===== src/rtl/can_opb_pkg.sv =====
// Shared types and default CAN channel register map for the OPB RX master
// and the CAN channel wrapper.
package can_opb_pkg;

  typedef enum logic [2:0] {
    IDLE,
    RD_STAT,
    RD_ID,
    RD_D0,
    RD_D1,
    WR_ACK,
    HOLD
  } rx_state_t;

  typedef struct packed {
    logic [1:0]  ch;
    logic [31:0] id;
    logic [31:0] d0;
    logic [31:0] d1;
  } can_frame_t;

  localparam logic [15:0] CAN_STAT_ADDR  = 16'h0000;
  localparam logic [15:0] CAN_ID_ADDR    = 16'h0004;
  localparam logic [15:0] CAN_D0_ADDR    = 16'h0008;
  localparam logic [15:0] CAN_D1_ADDR    = 16'h000C;
  localparam logic [15:0] CAN_ACK_ADDR   = 16'h0010;
  localparam logic [31:0] CAN_RX_RELEASE = 32'h0000_0001;

endpackage


===== src/rtl/opb_access_seq.sv =====
// Single OPB access engine: issues one registered RE or WE strobe to the
// selected channel and signals done when read data (or the write) is complete.
module opb_access_seq #(
  parameter int unsigned RD_LAT = 1
) (
  input  logic             clk,
  input  logic             rst,
  input  logic             start,
  input  logic             rw,
  input  logic [15:0]      addr,
  input  logic [31:0]      wdata,
  input  logic [1:0]       channel,
  input  logic [3:0][31:0] ch_rdata,
  output logic [3:0]       re,
  output logic [3:0]       we,
  output logic [15:0]      opb_addr,
  output logic [31:0]      opb_wdata,
  output logic             done,
  output logic [31:0]      rdata
);

  localparam logic [2:0] RD_LAST = 3'(RD_LAT + 1);

  logic       busy;
  logic       wr;
  logic [2:0] cnt;
  logic [1:0] ch_q;

  // cnt is 1 in the strobe cycle, so a read completes RD_LAT cycles later
  assign done  = busy && (wr ? (cnt == 3'd1) : (cnt == RD_LAST));
  assign rdata = ch_rdata[ch_q];

  always_ff @(posedge clk) begin
    if (rst) begin
      busy      <= 1'b0;
      wr        <= 1'b0;
      cnt       <= '0;
      ch_q      <= '0;
      re        <= '0;
      we        <= '0;
      opb_addr  <= '0;
      opb_wdata <= '0;
    end else begin
      re <= '0;
      we <= '0;
      if (start) begin
        busy     <= 1'b1;
        wr       <= rw;
        cnt      <= 3'd1;
        ch_q     <= channel;
        opb_addr <= addr;
        if (rw) begin
          opb_wdata   <= wdata;
          we[channel] <= 1'b1;
        end else begin
          re[channel] <= 1'b1;
        end
      end else if (done) begin
        busy <= 1'b0;
      end else if (busy) begin
        cnt <= cnt + 3'd1;
      end
    end
  end

endmodule


===== src/rtl/can_opb_rx_master.sv =====
// OPB initiator that round-robin polls four CAN channels, drains pending RX
// frames, releases the channel buffer and offers each frame on a valid/ready stream.
module can_opb_rx_master
  import can_opb_pkg::*;
#(
  parameter logic [15:0] STAT_ADDR = CAN_STAT_ADDR,
  parameter logic [15:0] ID_ADDR   = CAN_ID_ADDR,
  parameter logic [15:0] D0_ADDR   = CAN_D0_ADDR,
  parameter logic [15:0] D1_ADDR   = CAN_D1_ADDR,
  parameter logic [15:0] ACK_ADDR  = CAN_ACK_ADDR,
  parameter int unsigned RD_LAT    = 1
) (
  input  logic        OPB_CLK,
  input  logic        OPB_RST,
  input  logic        ENABLE,
  output logic [15:0] OPB_ADDR,
  output logic [31:0] OPB_DO,
  output logic        CAN1_RE,
  output logic        CAN2_RE,
  output logic        CAN3_RE,
  output logic        CAN4_RE,
  output logic        CAN1_WE,
  output logic        CAN2_WE,
  output logic        CAN3_WE,
  output logic        CAN4_WE,
  input  logic [31:0] CAN1_DO,
  input  logic [31:0] CAN2_DO,
  input  logic [31:0] CAN3_DO,
  input  logic [31:0] CAN4_DO,
  output logic        FRM_VALID,
  input  logic        FRM_READY,
  output logic [1:0]  FRM_CH,
  output logic [31:0] FRM_ID,
  output logic [31:0] FRM_D0,
  output logic [31:0] FRM_D1,
  output logic [15:0] FRM_CNT
);

  rx_state_t        state;
  logic [1:0]       ptr;
  can_frame_t       frm;
  logic             frm_valid;
  logic [15:0]      frm_cnt;

  logic             acc_start;
  logic             acc_rw;
  logic [15:0]      acc_addr;
  logic [31:0]      acc_wdata;
  logic             acc_done;
  logic [31:0]      acc_rdata;
  logic [3:0]       re;
  logic [3:0]       we;
  logic [3:0][31:0] can_do;

  assign can_do = {CAN4_DO, CAN3_DO, CAN2_DO, CAN1_DO};

  opb_access_seq #(
    .RD_LAT(RD_LAT)
  ) u_access (
    .clk      (OPB_CLK),
    .rst      (OPB_RST),
    .start    (acc_start),
    .rw       (acc_rw),
    .addr     (acc_addr),
    .wdata    (acc_wdata),
    .channel  (ptr),
    .ch_rdata (can_do),
    .re       (re),
    .we       (we),
    .opb_addr (OPB_ADDR),
    .opb_wdata(OPB_DO),
    .done     (acc_done),
    .rdata    (acc_rdata)
  );

  // Next access is launched in the completion cycle of the previous one so
  // back-to-back accesses leave no bubble between capture and the next strobe.
  always_comb begin
    acc_start = 1'b0;
    acc_rw    = 1'b0;
    acc_addr  = STAT_ADDR;
    acc_wdata = '0;
    case (state)
      IDLE:    acc_start = ENABLE && !frm_valid;
      RD_STAT: begin
        acc_start = acc_done && acc_rdata[0];
        acc_addr  = ID_ADDR;
      end
      RD_ID: begin
        acc_start = acc_done;
        acc_addr  = D0_ADDR;
      end
      RD_D0: begin
        acc_start = acc_done;
        acc_addr  = D1_ADDR;
      end
      RD_D1: begin
        acc_start = acc_done;
        acc_rw    = 1'b1;
        acc_addr  = ACK_ADDR;
        acc_wdata = CAN_RX_RELEASE;
      end
      default: acc_start = 1'b0;
    endcase
  end

  always_ff @(posedge OPB_CLK) begin
    if (OPB_RST) begin
      state     <= IDLE;
      ptr       <= '0;
      frm       <= '0;
      frm_valid <= 1'b0;
      frm_cnt   <= '0;
    end else begin
      case (state)
        IDLE: if (ENABLE && !frm_valid) state <= RD_STAT;
        RD_STAT: if (acc_done) begin
          if (acc_rdata[0]) begin
            state <= RD_ID;
          end else begin
            ptr   <= ptr + 2'd1;
            state <= IDLE;
          end
        end
        RD_ID: if (acc_done) begin
          frm.id <= acc_rdata;
          state  <= RD_D0;
        end
        RD_D0: if (acc_done) begin
          frm.d0 <= acc_rdata;
          state  <= RD_D1;
        end
        RD_D1: if (acc_done) begin
          frm.d1 <= acc_rdata;
          state  <= WR_ACK;
        end
        WR_ACK: if (acc_done) begin
          frm.ch    <= ptr;
          frm_valid <= 1'b1;
          ptr       <= ptr + 2'd1;
          state     <= HOLD;
        end
        HOLD: if (frm_valid && FRM_READY) begin
          frm_valid <= 1'b0;
          frm_cnt   <= frm_cnt + 16'd1;
          state     <= IDLE;
        end
        default: state <= IDLE;
      endcase
    end
  end

  assign {CAN4_RE, CAN3_RE, CAN2_RE, CAN1_RE} = re;
  assign {CAN4_WE, CAN3_WE, CAN2_WE, CAN1_WE} = we;
  assign FRM_VALID = frm_valid;
  assign FRM_CH    = frm.ch;
  assign FRM_ID    = frm.id;
  assign FRM_D0    = frm.d0;
  assign FRM_D1    = frm.d1;
  assign FRM_CNT   = frm_cnt;

endmodule


===== config.mk =====
export PLATFORM = sky130hd
export DESIGN_NAME = can_opb_rx_master
export DESIGN_NICKNAME = d
export VERILOG_FILES = /design/src/rtl/can_opb_pkg.sv /design/src/rtl/opb_access_seq.sv /design/src/rtl/can_opb_rx_master.sv
export SDC_FILE = /design/constraint.sdc
export NUM_CORES = 1
export LEC_CHECK = 0
export CAP_MARGIN = 20
export CORE_ASPECT_RATIO = 1.5
export CORE_MARGIN = 1
export CORE_UTILIZATION = 49
export CTS_BUF_LIST = sky130_fd_sc_hd__clkbuf_2 sky130_fd_sc_hd__clkbuf_4 sky130_fd_sc_hd__clkbuf_8
export DETAILED_ROUTE_END_ITERATION = 16
export GPL_TIMING_DRIVEN = 0
export PLACE_DENSITY = 0.89
export SETUP_SLACK_MARGIN = 0.02
export SLEW_MARGIN = 0
export SYNTH_ARGS = -nofsm -noshare
export SYNTH_HDL_FRONTEND = slang
export SYNTH_HIERARCHICAL = 1
export SYNTH_SLANG_ARGS = --single-unit
export TNS_END_PERCENT = 50

===== constraint.sdc =====
create_clock -name OPB_CLK -period 4.37 [get_ports OPB_CLK]
set_input_delay 0.874 -clock OPB_CLK [delete_from_list [all_inputs] [get_ports OPB_CLK]]
set_output_delay 0.874 -clock OPB_CLK [all_outputs]
set_load 0.05 [all_outputs]

# [Yosys cells after proc, flatten, opt, wreduce, memory -nomap -nowiden]
# Cells that the tools add are included.
[op_classes] order_cmp=3 n_eq_ne=17 bitwise_logic=3 reduce_logical=26 mux=30 addsub=3
[ops] op="$bmux W32 S2" n=1
[ops] op="$mux W32" n=1
[ops] op="$mux W3" n=7
[ops] op="$pmux W3 S7" n=1
[ops] op="$pmux W5 S4" n=1
[ops] op="$ne A2 B2 Y1 const B" n=9
[ops] op="$add A16 B1 Y16 const B" n=1
[ops] op="$reduce_and A2 Y1" n=8
[ops] op="$mux W1" n=11
[ops] op="$eq A3 B2 Y1 const B" n=3
[ops] op="$eq A3 B3 Y1 const B" n=3
[ops] op="$reduce_or A3 Y1" n=3
[ops] op="$mux W2" n=4
[ops] op="$reduce_bool A2 Y1" n=4
[ops] op="$reduce_and A7 Y1" n=1
[ops] op="$eq A3 B1 Y1 const B" n=2
[ops] op="$lt A2 B3 Y1 const B" n=2
[ops] op="$logic_and A1 B1 Y1" n=5
[ops] op="$pmux W2 S2" n=1
[ops] op="$reduce_and A4 Y1" n=1
[ops] op="$add A3 B1 Y3 const B" n=1
[ops] op="$logic_not A3 Y1" n=1
[ops] op="$not A1 Y1" n=3
[ops] op="$pmux W1 S3" n=1
[ops] op="7 further kinds" n=7
[word_totals] regBits=183 inputBits=132

# [Depth between registers and ports, before layout]
[logic_depth] ltp_word=7 mapped_depth=12 depth_no_buf=8

# [By module]
# Netlist, hierarchy kept.
[by_module_without_submodules] module="can_opb_rx_master" n_inst=1 area_per_inst_um2=4499.3 seq_area_each_um2=2402.3 cells_each=572
[by_module_without_submodules] module="opb_access_seq" n_inst=1 area_per_inst_um2=3030.4 seq_area_each_um2=1261.2 cells_each=291

# [Worst setup path before layout]
# OpenSTA, ideal clock, no wires.
[synth_timing] kind="reg-to-reg" start="register u_access.cnt[0]" end="register u_access.opb_wdata[0]" setup_slack_ns=1.851 stages_incl_launch_ff=13 arrival_time_ns=2.448 setup_time_ns=0.070 period_less_slack_ns=2.519 cell_sequence="dfxtp_1 or4b_1 o21ai_2 and2_1 clkbuf_1 mux2i_1 o32ai_1 buf_2 and2_1 buf_2 buf_2 nand2_1 a21oi_1"
[synth_via] elab_chain_cells=6
[synth_rtl] item="start, declared" line="opb_access_seq.sv:26" source="logic [2:0] cnt;"
[synth_rtl] item="start signal, assigned" line="opb_access_seq.sv:61" source="cnt <= cnt + 3'd1;"
[synth_rtl] item="$eq A3 B2 Y1 or $eq A3 B1 Y1 (tied branches)" line="opb_access_seq.sv:30" source="assign done = busy && (wr ? (cnt == 3'd1) : (cnt == RD_LAST));"
[synth_rtl] item="$mux W1 (*)" line="opb_access_seq.sv:30"
[synth_rtl] item="$logic_and A1 B1 Y1 (*)" line="opb_access_seq.sv:30"
[synth_rtl] item="net acc_done" line="can_opb_rx_master.sv:49" source="logic acc_done;"
[synth_rtl] item="$logic_and A1 B1 Y1" line="can_opb_rx_master.sv:86" source="acc_start = acc_done && acc_rdata[0];"
[synth_rtl] item="$pmux W1 S3 (*)" line="can_opb_rx_master.sv:83" source="case (state)"
[synth_rtl] item="net acc_start" line="can_opb_rx_master.sv:45" source="logic acc_start;"
[synth_rtl] item="$reduce_and A2 Y1 (no line) (*)"
[synth_rtl] item="end signal, assigned" line="opb_access_seq.sv:53" source="opb_wdata <= wdata;"
[synth_rtl] item="end, declared" line="opb_access_seq.sv:17" source="output logic [31:0] opb_wdata,"
# The timed path passes the listed nets; every way through them passes the cells marked *.
# A chain may end at the register's enable or synchronous reset.

# [Final worst setup path]
# Ends and elaborated chain as after synthesis.

==> impl_metrics.py <==
metrics = {
    "outcome": {
        "outcome": "finished, final reports clean",
    },
    "clock_network": {
        "clockBufferDepth": 2,
        "cts.sinks": 183,
        "path_clk_slew_ns": 0.10,
        "hold_buffers": 0,
        "post_cts.repair.setup_buffers": 0,
        "clock-root-buffer": "clkbuf_8",
        "htree_levels": 4,
        "cts_buffers": 17,
        "cts.repair.resized": 0,
        "worstSkewPairLatency_ns": 0.45,
        "cts_tree": "built",
    },
    "grt": {
        "grt_pass1_wl_mm": 37.01,
        "grt.overflow.total": 0,
        "track_usage": 0.3095,
        "antenna_found_initial": 0,
        "first_global_vias": 7377,
        "grt_max_degree": 19,
    },
    "synthesis": {
        "synthFlopType": "dfxtp_1",
        "syn_inst": 863,
        "synth_cell_types": 53,
        "yosysSeqAreaShare": 0.4865,
        "synth_area_per_cell_um2": 8.725,
        "yosysWarnings": 6,
        "synth_edf_count": 0,
        "ys_seq_elements": 183,
        "syn_area_um2": 7530,
        "synthArstFlopShare": 0,
    },
    "final_layout": {
        "instances_no_fill": 1439,
        "syn2layout_area_growth_pct": 50.73,
        "final_cell_mix": "clkdlybuf4s50_1 (302), nand2_1 (270), dfxtp_1 (183), a21oi_1 (146), conb_1 (44)",
        "diodes": 0,
        "final_common_cell": "clkdlybuf4s50_1",
        "drive_above_1_share": 0.07661,
        "stdcell_area_um2": 11350,
        "nets": 1361,
    },
    "floorplanning": {
        "die_y_um": 153.8,
        "rows": 55,
        "die_w_um": 103.2,
        "ioPinCount": 303,
        "initial_core_util": 0.4996,
        "dieArea_um2": 15880,
        "coreArea_um2": 15070,
    },
    "critical_path": {
        "cpLargestDelayFamily": "simple AND/OR/NAND/NOR gates",
        "startpoint": "u_access/cnt[0]",
        "cpMostUsedCell": "buf_2",
        "crit_chain": "or4b_1, o21ai_2, and2_1, clkbuf_1, mux2i_1, o32ai_1, buf_2, and2_1, buf_2, buf_2, nand2_1, a21oi_1",
        "cpPeakStageDelay_ns": 0.55,
        "arrival_ns": 3.41,
        "critPathKind": "register to register",
        "crit_fanout": 10,
        "r2r_start": "u_access/cnt[0]",
        "critPathBufInv": 4,
        "required_ns": 4.76,
        "cpMaxStageDelayCell": "or4b_1",
        "start_kind": "register",
        "end_kind": "register",
    },
    "timing": {
        "setup_tns_ns": 0,
        "fin_crit_ns": 3.020,
        "period_share": 0.6910,
        "max_freq_mhz": 331.2,
        "fin_ws_ns": 1.350,
        "worst_slew_pin_slew_ns": 1.060,
        "fin_skew_ns": 0.01268,
        "rsz0062_at_grt": "false",
        "hold_slack_ns": 0.4570,
        "slew_violations": 0,
        "hold_viol": 0,
        "relSlewSlack": 0.2917,
        "setup_viol": 0,
    },
    "power": {
        "p_leak_nw": 3.859,
        "p_per_area_nw_per_um2": 272.0,
        "peakVddDrop_v": 0.0002621,
    },
    "place": {
        "place_area_um2": 10960,
        "dp.cells": 1407,
        "port-buffer-count": 302,
        "place_ws_ns": 1.221,
        "detailed_place_hpwl_mm": 19.53,
        "gp_congestion": 0.8107,
    },
    "run": {
        "maxCapViolCount": 0,
    },
    "route": {
        "first_pass_iters": 4,
        "drt-wirelength-per-cell_um": 17.40,
        "drt_iter0_markers": 282,
        "ant_nets": 0,
        "wl_mm": 25.04,
        "route.vias.total": 7513,
        "avgViaCountPerCell": 5.221,
        "drc_errors": 0,
    },
    "hold_path": {
        "hold_path_class": "register to register",
        "min_from": "FRM_ID[17]",
    },
}
-- path summary, 6_finish.rpt --
path                                              end  slack, ns  depth (start not counted)
worst min-delay path                       FRM_ID[17]       0.46                          2
worst max-delay path            u_access/opb_wdata[0]       1.35                         12
worst min register to register             FRM_ID[17]       0.46                          2
worst max register to register  u_access/opb_wdata[0]       1.35                         12
-- layer usage --
metal	GRT usage	up-vias	share of wire
met1	0.3040	3515	0.34
met2	0.5822	313	0.53
met5	0	-	0
met4	0.1630	0	0.048
li1	-	3614	-
met3	0.06909	71	0.077
-- state kept, by name, summed over array words and instances, names as in the netlist, 3 cells and up --
| register | cells |
|---|---|
| FRM_CNT | 16 |
| u_access/opb_addr | 16 |
| FRM_ID | 32 |
| FRM_D1 | 32 |
| u_access/opb_wdata | 32 |
| state | 3 |
| u_access/re | 4 |
| FRM_D0 | 32 |
| u_access/cnt | 3 |
| u_access/we | 4 |
-- synth_stat cells (all sizes together), types with 2 or more instances --
cell | instances | share of area
nor2 | 36 | 0.018
nand2 | 270 | 0.13
nand3b | 2 | 0.0020
inv | 6 | 0.0030
nor4 | 8 | 0.0066
nor4b | 2 | 0.0023
nand3 | 5 | 0.0033
o21ai | 14 | 0.0098
or4 | 3 | 0.0030
xnor2 | 9 | 0.010
clkbuf | 41 | 0.021
a21oi | 146 | 0.097
ha | 2 | 0.0033
nor3 | 4 | 0.0027
xor2 | 2 | 0.0023
buf | 27 | 0.021
mux4 | 32 | 0.096
dfxtp | 183 | 0.49
and3b | 2 | 0.0023
or3 | 5 | 0.0042
nand2b | 7 | 0.0058
o31ai | 3 | 0.0030
nor3b | 3 | 0.0030
nand4 | 6 | 0.0070
nor2b | 4 | 0.0033
and2 | 4 | 0.0033
mux2i | 18 | 0.024
-- logic make-up (layout without fill, tap and decap cells) --
logic type	count (synthesis)	after routing	share of synthesized area
other cells	1	44	0.0004980
xor+xnor	11	11	0.01280
simple gates	368	368	0.2095
buf+inv	74	408	0.04420
fa+ha+maj	2	2	0.003323
flops	183	183	0.4865
mux	51	51	0.1211
compound gates	173	173	0.1220
-- stage by stage --
stage / utilization / power [mW]
floorplan: - / 1.854
global placement: 0.7274 / 2.023
detailed placement: 0.7274 / 2.029
CTS: 0.7531 / 3.100
global route: 0.7531 / 3.188
finish: 0.7531 / 3.087
-- layout make-up --
type,count,area [um^2]
flip-flops and latches,183,3664
clock inverters,14,138.9
plain buffers,68,310.3
repair buffers,302,3023
well taps,199,249.0
clock buffers,18,247.7
fillers,1063,3721
multi-input cells,649,3695
inverters,6,22.52
-- where the power goes --
group / switching [mW] / total (mW) / internal (mW)
logic: 0.141 / 0.306 / 0.165
registers: 0.0110 / 1.69 / 1.68
clock network: 0.654 / 1.09 / 0.436
total: 0.807 / 3.09 / 2.28
-- worst min-delay path, cell delays in order, from the launching register on --
cell,delay [ns]
dfxtp_1,0.32
nand2_1,0.05
a21oi_1,0.05
(Power assumes the default switching activity.)
